===== config.mk =====
export PLATFORM = sky130hd
export DESIGN_NAME = hazard_stall_unit
export DESIGN_NICKNAME = d
export VERILOG_FILES = /design/src/rtl/hazard_stall_unit.sv
export SDC_FILE = /design/constraint.sdc
export NUM_CORES = 1
export LEC_CHECK = 0
export CAP_MARGIN = 20
export CORE_MARGIN = 2
export CORE_UTILIZATION = 26
export DETAILED_ROUTE_END_ITERATION = 10
export PLACE_DENSITY = 0.76
export SLEW_MARGIN = 20
export SYNTH_ARGS = -nofsm -noshare
export SYNTH_HDL_FRONTEND = slang
export SYNTH_SLANG_ARGS = --single-unit

===== constraint.sdc =====
create_clock -name clk -period 2.2 [get_ports clk]
set_clock_uncertainty 0.05 [all_clocks]
set_input_delay 0.44 -clock clk [delete_from_list [all_inputs] [get_ports clk]]
set_output_delay 0.44 -clock clk [all_outputs]
set_load 0.02 [all_outputs]

===== src/rtl/hazard_stall_unit.sv =====
// ID-stage hazard/stall controller: load-use bubble, multi-cycle FP-ALU hold, mispredict flush.
// Optional stall-cycle performance counter enabled by defining HAZARD_PERF_CNT_EN.
module hazard_stall_unit #(
    parameter int unsigned FPU_LAT = 4,
    parameter int unsigned CNT_W   = 3
) (
    input  logic        clk,
    input  logic        rst,
    input  logic [4:0]  rs1_id,
    input  logic [4:0]  rs2_id,
    input  logic [6:0]  opcode_id,
    input  logic [4:0]  rd_ex,
    input  logic [6:0]  opcode_ex,
    input  logic        MemRd_ex,
    input  logic        RegWr_ex,
    input  logic        mispredict_ex,
    output logic        PCWrite,
    output logic        IF_ID_Write,
    output logic        IF_ID_Flush,
    output logic        ID_EX_Flush,
    output logic        EX_Hold,
    output logic        fpu_busy,
    output logic [31:0] stall_cycles
);

    localparam logic [0:0] S_IDLE     = 1'b0;
    localparam logic [0:0] S_FPU_BUSY = 1'b1;

    localparam logic [6:0] OP_LUI    = 7'b0110111;
    localparam logic [6:0] OP_AUIPC  = 7'b0010111;
    localparam logic [6:0] OP_JAL    = 7'b1101111;
    localparam logic [6:0] OP_RTYPE  = 7'b0110011;
    localparam logic [6:0] OP_STORE  = 7'b0100011;
    localparam logic [6:0] OP_BRANCH = 7'b1100011;
    localparam logic [6:0] OP_FP     = 7'b1010011;

    // The entry cycle in IDLE already counts as one held cycle, and the exit cycle is unheld.
    localparam logic [CNT_W-1:0] CNT_INIT = CNT_W'(FPU_LAT - 2);

    logic [0:0]       state_q, state_d;
    logic [CNT_W-1:0] cnt_q, cnt_d;

    logic uses_rs1, uses_rs2, load_use, fp_ex;
    logic pc_we, ifid_we, ifid_fl, idex_fl, hold, busy;

    always_comb begin
        uses_rs1 = !((opcode_id == OP_LUI) || (opcode_id == OP_AUIPC) || (opcode_id == OP_JAL));
        uses_rs2 = (opcode_id == OP_RTYPE) || (opcode_id == OP_STORE) || (opcode_id == OP_BRANCH);
        load_use = MemRd_ex && RegWr_ex && (rd_ex != 5'd0) &&
                   ((uses_rs1 && (rd_ex == rs1_id)) || (uses_rs2 && (rd_ex == rs2_id)));
        fp_ex    = (opcode_ex == OP_FP);
    end

    always_comb begin
        state_d = state_q;
        cnt_d   = cnt_q;
        pc_we   = 1'b1;
        ifid_we = 1'b1;
        ifid_fl = 1'b0;
        idex_fl = 1'b0;
        hold    = 1'b0;
        busy    = 1'b0;

        case (state_q)
            S_IDLE: begin
                if (fp_ex) begin
                    hold    = 1'b1;
                    pc_we   = 1'b0;
                    ifid_we = 1'b0;
                    cnt_d   = CNT_INIT;
                    state_d = S_FPU_BUSY;
                end else if (load_use) begin
                    pc_we   = 1'b0;
                    ifid_we = 1'b0;
                    idex_fl = 1'b1;
                end
            end
            S_FPU_BUSY: begin
                busy = 1'b1;
                if (cnt_q != '0) begin
                    hold    = 1'b1;
                    pc_we   = 1'b0;
                    ifid_we = 1'b0;
                    cnt_d   = cnt_q - 1'b1;
                end else begin
                    state_d = S_IDLE;
                end
            end
            default: state_d = S_IDLE;
        endcase

        // Mispredict overrides the control outputs only; FSM sequencing is unaffected.
        if (mispredict_ex) begin
            ifid_fl = 1'b1;
            idex_fl = 1'b1;
            pc_we   = 1'b1;
            ifid_we = 1'b1;
            hold    = 1'b0;
        end

        // Outputs must read reset values the moment rst rises, even if EX still holds an FP op.
        if (rst) begin
            pc_we   = 1'b1;
            ifid_we = 1'b1;
            ifid_fl = 1'b0;
            idex_fl = 1'b0;
            hold    = 1'b0;
            busy    = 1'b0;
        end
    end

    always_ff @(posedge clk or posedge rst) begin
        if (rst) begin
            state_q <= S_IDLE;
            cnt_q   <= '0;
        end else begin
            state_q <= state_d;
            cnt_q   <= cnt_d;
        end
    end

    assign PCWrite     = pc_we;
    assign IF_ID_Write = ifid_we;
    assign IF_ID_Flush = ifid_fl;
    assign ID_EX_Flush = idex_fl;
    assign EX_Hold     = hold;
    assign fpu_busy    = busy;

`ifdef HAZARD_PERF_CNT_EN
    logic [31:0] stall_q, stall_d;

    always_comb begin
        stall_d = stall_q;
        if (!pc_we && (stall_q != '1)) begin
            stall_d = stall_q + 32'd1;
        end
    end

    always_ff @(posedge clk or posedge rst) begin
        if (rst) begin
            stall_q <= '0;
        end else begin
            stall_q <= stall_d;
        end
    end

    assign stall_cycles = stall_q;
`else
    assign stall_cycles = '0;
`endif

endmodule


==> impl_metrics.json <==
{
  "status": "complete, but fails checks",
  "violations": "negative setup slack",
  "cts-hold-fix-buffers": 0,
  "setup_ws_ns": -0.1508,
  "grt_pass1_vias": 678,
  "routedWlPerCell_um": 10.42,
  "powerDensity_mw_per_mm2": 520.9,
  "ys_types": 25,
  "syn-cell-area_um2": 703.2,
  "finalMaxSlewViolations": 0,
  "grt_start_max_net_pins": 5,
  "max-vdd-ir-drop_mv": 0.4140,
  "worstSkewPairLatency_ns": 0.23,
  "finalSetupTns_ns": -0.3975,
  "gr-usage-all-layers": 0.1088,
  "p_total_uw": 584.6,
  "drc": 0,
  "yosys_warnings": 0,
  "portBuffers": 39,
  "netlist_instances": 92,
  "htree_num_levels": 1,
  "die_area_mm2": 0.003137,
  "critPathTopFamily": "simple AND/OR/NAND/NOR gates",
  "final_antenna_net_count": 0,
  "multi_input_area_um2": 524.3,
  "dieWidth_um": 56.01,
  "hold_viol_final": 0,
  "dpl.cell_count": 166,
  "r2r_start": "cnt_q[1]$_DFFE_PP0P_",
  "clkTransAtPathRegs_ns": 0.04,
  "grt_setup_unrepaired": "true",
  "firstDrtPassIters": 2,
  "place_congestion": 0.7387,
  "areaGrowthSynthToFinish_pct": 59.61,
  "vias_per_cell": 4.047,
  "tritoncts": "yes",
  "clock-root-buffer": "clkbuf_4",
  "ff_latch_area_um2": 100.1,
  "required_ns": 1.71,
  "instances_no_fill": 170,
  "final_core_util": 0.4449,
  "path_cells": "clkdlybuf4s15_1, xnor2_1, nand3_1, nor4_2, nor2_1, a2111o_1, buf_6",
  "fin_nets": 178,
  "num-fill-cells": 272,
  "final_cell_mix": "conb_1, clkdlybuf4s15_1, buf_4",
  "end_kind": "output pin",
  "layout_commonest_cell": "conb_1",
  "hp-class": "reg -> reg",
  "syn_area_per_cell_um2": 7.643,
  "ioPinCount": 72,
  "startpoint": "rs2_id[1]",
  "seq_area_frac_synth": 0.1423,
  "path_max_fanout": 2,
  "fin_crit_sh": 1.069,
  "grt-ovfl-total": 0,
  "worstPathArrival_ns": 1.86,
  "startpoint_type": "input pin",
  "critPathMaxStageDelay_ns": 0.41,
  "crit_slowest_cell": "a2111o_1",
  "maxCapViolCount": 0,
  "fin_crit_ns": 2.351,
  "ys_seq_elements": 4,
  "num_antenna_cells": 0,
  "timing.fmax_mhz": 425.4,
  "setup_viol": 3,
  "fp-row-count": 18,
  "fp.coreArea_mm2": 0.002522,
  "crit_type": "in -> out",
  "initial_core_util": 0.2788,
  "cts.sinks": 4,
  "cts_buffer_depth": 2,
  "wl_mm": 1.772,
  "power_leakage_nw": 0.5684,
  "initialDrtViolationCount": 2,
  "drive_gt1_frac": 0.2714,
  "dr_total_vias": 688,
  "grt_first_pass_wirelength_mm": 2.801,
  "critPathBufInv": 2,
  "antenna_found_initial": 0,
  "cts_made_buffers": 3,
  "dp_hpwl_mm": 1.520,
  "hp-start": "cnt_q[1]$_DFFE_PP0P_",
  "die_h_um": 56.01
}
==> worst register-to-register path, stage by stage (launching register included) <==
cell	delay [ns]
dfrtp_1	0.36
inv_1	0.08
ha_1	0.16
nand2b_1	0.10
nor2_1	0.26
nor2_1	0.11
o21a_1	0.18
==> cell usage after synthesis <==
cell / n / area, um2
or4_1: 1 / 7.510
buf_4: 33 / 247.7
o211ai_1: 1 / 7.510
nor2_1: 8 / 30.03
and2_0: 1 / 6.260
o2111a_1: 1 / 11.26
mux2i_1: 1 / 10.01
nand4_1: 1 / 6.260
a2111o_1: 1 / 11.26
o21a_1: 1 / 7.510
a21oi_1: 2 / 10.01
nand3_1: 4 / 20.02
nor4bb_1: 1 / 10.01
inv_1: 5 / 18.77
nand2b_1: 1 / 6.260
nor2b_1: 1 / 6.260
ha_1: 2 / 25.02
and3_4: 1 / 11.26
xnor2_1: 10 / 87.58
conb_1: 1 / 3.750
nor4_1: 2 / 12.51
dfrtp_1: 4 / 100.1
nand2_1: 5 / 18.77
nor4_2: 1 / 12.51
o21ai_0: 3 / 15.01
==> power by group <==
group          total, mW  internal (mW)  switching, mW
Sequential         0.125          0.107         0.0178
Combinational      0.371          0.174          0.197
Clock             0.0883         0.0608         0.0275
Total              0.585          0.342          0.242
==> routing by layer <==
metal	vias to the layer above	share of wire	track usage
li1	338	-	-
met1	312	0.34	0.1111
met2	36	0.57	0.2118
met3	2	0.081	0.04651
met4	0	0.0068	0.006803
met5	-	0	0
==> what timing repair did <==
action                     4_1_cts  5_1_grt
pin swaps                       26       19
buffers inserted                 1        0
resized for setup               96       22
setup endpoints to repair        6        4
==> cell families after synthesis <==
family                   Yosys count  share of synthesized area
XOR/XNOR                          10                     0.1245
AND/OR/NAND/NOR                   27                     0.2100
flip-flops                         4                     0.1424
buffers and inverters             38                     0.3790
other                              1                   0.005333
multiplexers                       1                    0.01424
adder cells (fa/ha/maj)            2                    0.03558
AO/OA/AOI/OAI                      9                    0.08897
==> cell type report <==
cell class	instances	area share
clock buffers	3	0.02007
inverters	5	0.01672
multi-input cells	81	0.4671
flip-flops and latches	4	0.08919
well taps	30	0.03344
repair buffers	47	0.3735
==> per-stage QoR <==
stage               area [um2]  setup slack, ns  hold WS (ns)
detailed placement        1052          -0.9650        0.4345
finish                    1122          -0.1508        0.4377
CTS                       1081          -0.2341        0.4427
global route              1122          -0.2530        0.4706
global placement          1052          -0.9329        0.4283
floorplan                823.3         -0.07685        0.1561
==> sequential cells by signal (all words and copies together) (netlist names) <==
register,cells
cnt_q,3
state_q,1
==> worst paths after layout <==
kind	end	slack, ns	cells after the start
hold / removal	cnt_q[1]$_DFFE_PP0P_	0.44	1
setup reg to reg	cnt_q[1]$_DFFE_PP0P_	0.78	6
hold reg to reg	cnt_q[1]$_DFFE_PP0P_	0.44	1
max in group asynchronous	cnt_q[2]$_DFFE_PP0P_	1.35	3
setup / recovery	IF_ID_Write	-0.15	7
min in group asynchronous	state_q$_DFF_PP0_	0.60	3
Note: power is estimated with default switching activity, not from simulation.
==> patch, RTL diff (same settings) <==
Set the parameter `CNT_W` to 5 (it was 3).
--- a/src/rtl/hazard_stall_unit.sv
+++ b/src/rtl/hazard_stall_unit.sv
@@ -2,7 +2,7 @@
 // Optional stall-cycle performance counter enabled by defining HAZARD_PERF_CNT_EN.
 module hazard_stall_unit #(
     parameter int unsigned FPU_LAT = 4,
-    parameter int unsigned CNT_W   = 3
+    parameter int unsigned CNT_W   = 5
 ) (
     input  logic        clk,
     input  logic        rst,
Check against the original RTL: no difference found for any inputs over 10 cycles, from zero or initial values and one cycle with rst high; that may be too few to reach the edited logic, so the function may still have changed.
==> patch against the original RTL <==
  * The flow still finishes with violations (negative setup slack)
  * Synthesized area grew 18%
  * Total power is 29% lower
  * Clock power is 19% higher
  * Sequential cell count grew 2
  * Combinational power decreased by 47%
  * Routed wire length increased by 18%
  * Final area is 22% higher
  * Die area increased by 16%
  * Setup slack gained 0.14 ns
  * Critical path type unchanged
==> patch: results (changes against the original RTL) <==
{| class="wikitable"
! Metric !! Value
|-
| Result of the run || finished, violations left
|-
| Failing checks || negative setup slack
|-
| M3 GR Usage || 4.48% (-0.17 points)
|-
| Number of DRC markers in iteration 0 || 7 (+5)
|-
| Switching portion of total power || 36.7% (-4.7 points)
|-
| Multiplexer share of the synthesized area || 0% (-1.4 points)
|-
| Register-to-Register Setup Slack || 0.71 ns (-0.07 ns)
|-
| IR Drop Worst-Case VDD || 220 µV (-47%)
|-
| Setup crit start || rd_ex[2]
|-
| Fill cell instance count of the final layout || 291 (+7.0%)
|-
| Most frequent cells after synthesis || 33 x buf_4, 7 x nand2_1, 6 x dfrtp_1, 6 x xnor2_1
|-
| Global Route met2 Usage || 17.7% (-3.5 points)
|-
| Placed Area || 1280 µm² (+22%)
|-
| Avg Vias per Cell || 3.92 (-3.2%)
|-
| Total Routing Usage GR || 11.5% (+0.58 points)
|-
| Final setup margin || -0.0137 ns (+0.137 ns)
|-
| Leading post-synthesis cells by cell area || buf_4 30%, dfrtp_1 18%, xnor2_1 6.4%
|-
| Cells on Worst Hold Path || 2 (+1)
|-
| Count of final setup violators || 2 (-1)
|-
| Wire length of the first global-routing pass || 3.11 mm (+11%)
|-
| Routed length per instance || 9.99 µm (-4.2%)
|-
| Met1 capacity usage during global routing || 15.8% (+4.7 points)
|-
| Destination of the critical timing path || PCWrite
|-
| Number of global-route vias before repair || 716 (+5.6%)
|-
| Top Registers || cnt_q x5, state_q x1
|-
| Total Neg Setup Slack || -0.0266 ns (+0.371 ns)
|-
| HPWL after DPL || 1.72 mm (+13%)
|-
| Nets || 203 (+14%)
|-
| Compound-Gate Fraction of Synth Area || 15.9% (+7.0 points)
|-
| Metal1 wirelength || 959 µm (+58%)
|-
| Number of setup buffers added after CTS || 2 (+1)
|}
## patch: changes by cell type in the layout (fill, tap and decap cells not counted), moves of 3 or more
| cell | before | now |
|---|---|---|
| nand4b_1 | 0 | 3 |
| xnor2_1 | 7 | 3 |
| xor2_1 | 0 | 3 |
| nor2_1 | 7 | 3 |
| dlygate4sd2_1 | 7 | 13 |
| o21ai_0 | 2 | 5 |
| nor3_1 | 0 | 3 |
| buf_4 | 8 | 21 |
| clkdlybuf4s15_1 | 12 | 6 |
## patch: area by class of cell
class	instances	area [µm²]	share of cell area, %
Clock buffer	3	22.5	1.65
Sequential cell	6	150	11.0
Timing Repair Buffer	60	504	36.9
Tap cell	44	55.1	4.03
Multi-Input combinational cell	91	616	45.1
Inverter	5	18.8	1.37
## patch: stage by stage
step	hold slack (ns)	power, mW	std cells
floorplan	0.197	0.252	136
global placement	0.443	0.306	204
detailed placement	0.443	0.308	204
CTS	0.454	0.409	209
global route	0.470	0.444	209
finish	0.455	0.415	209
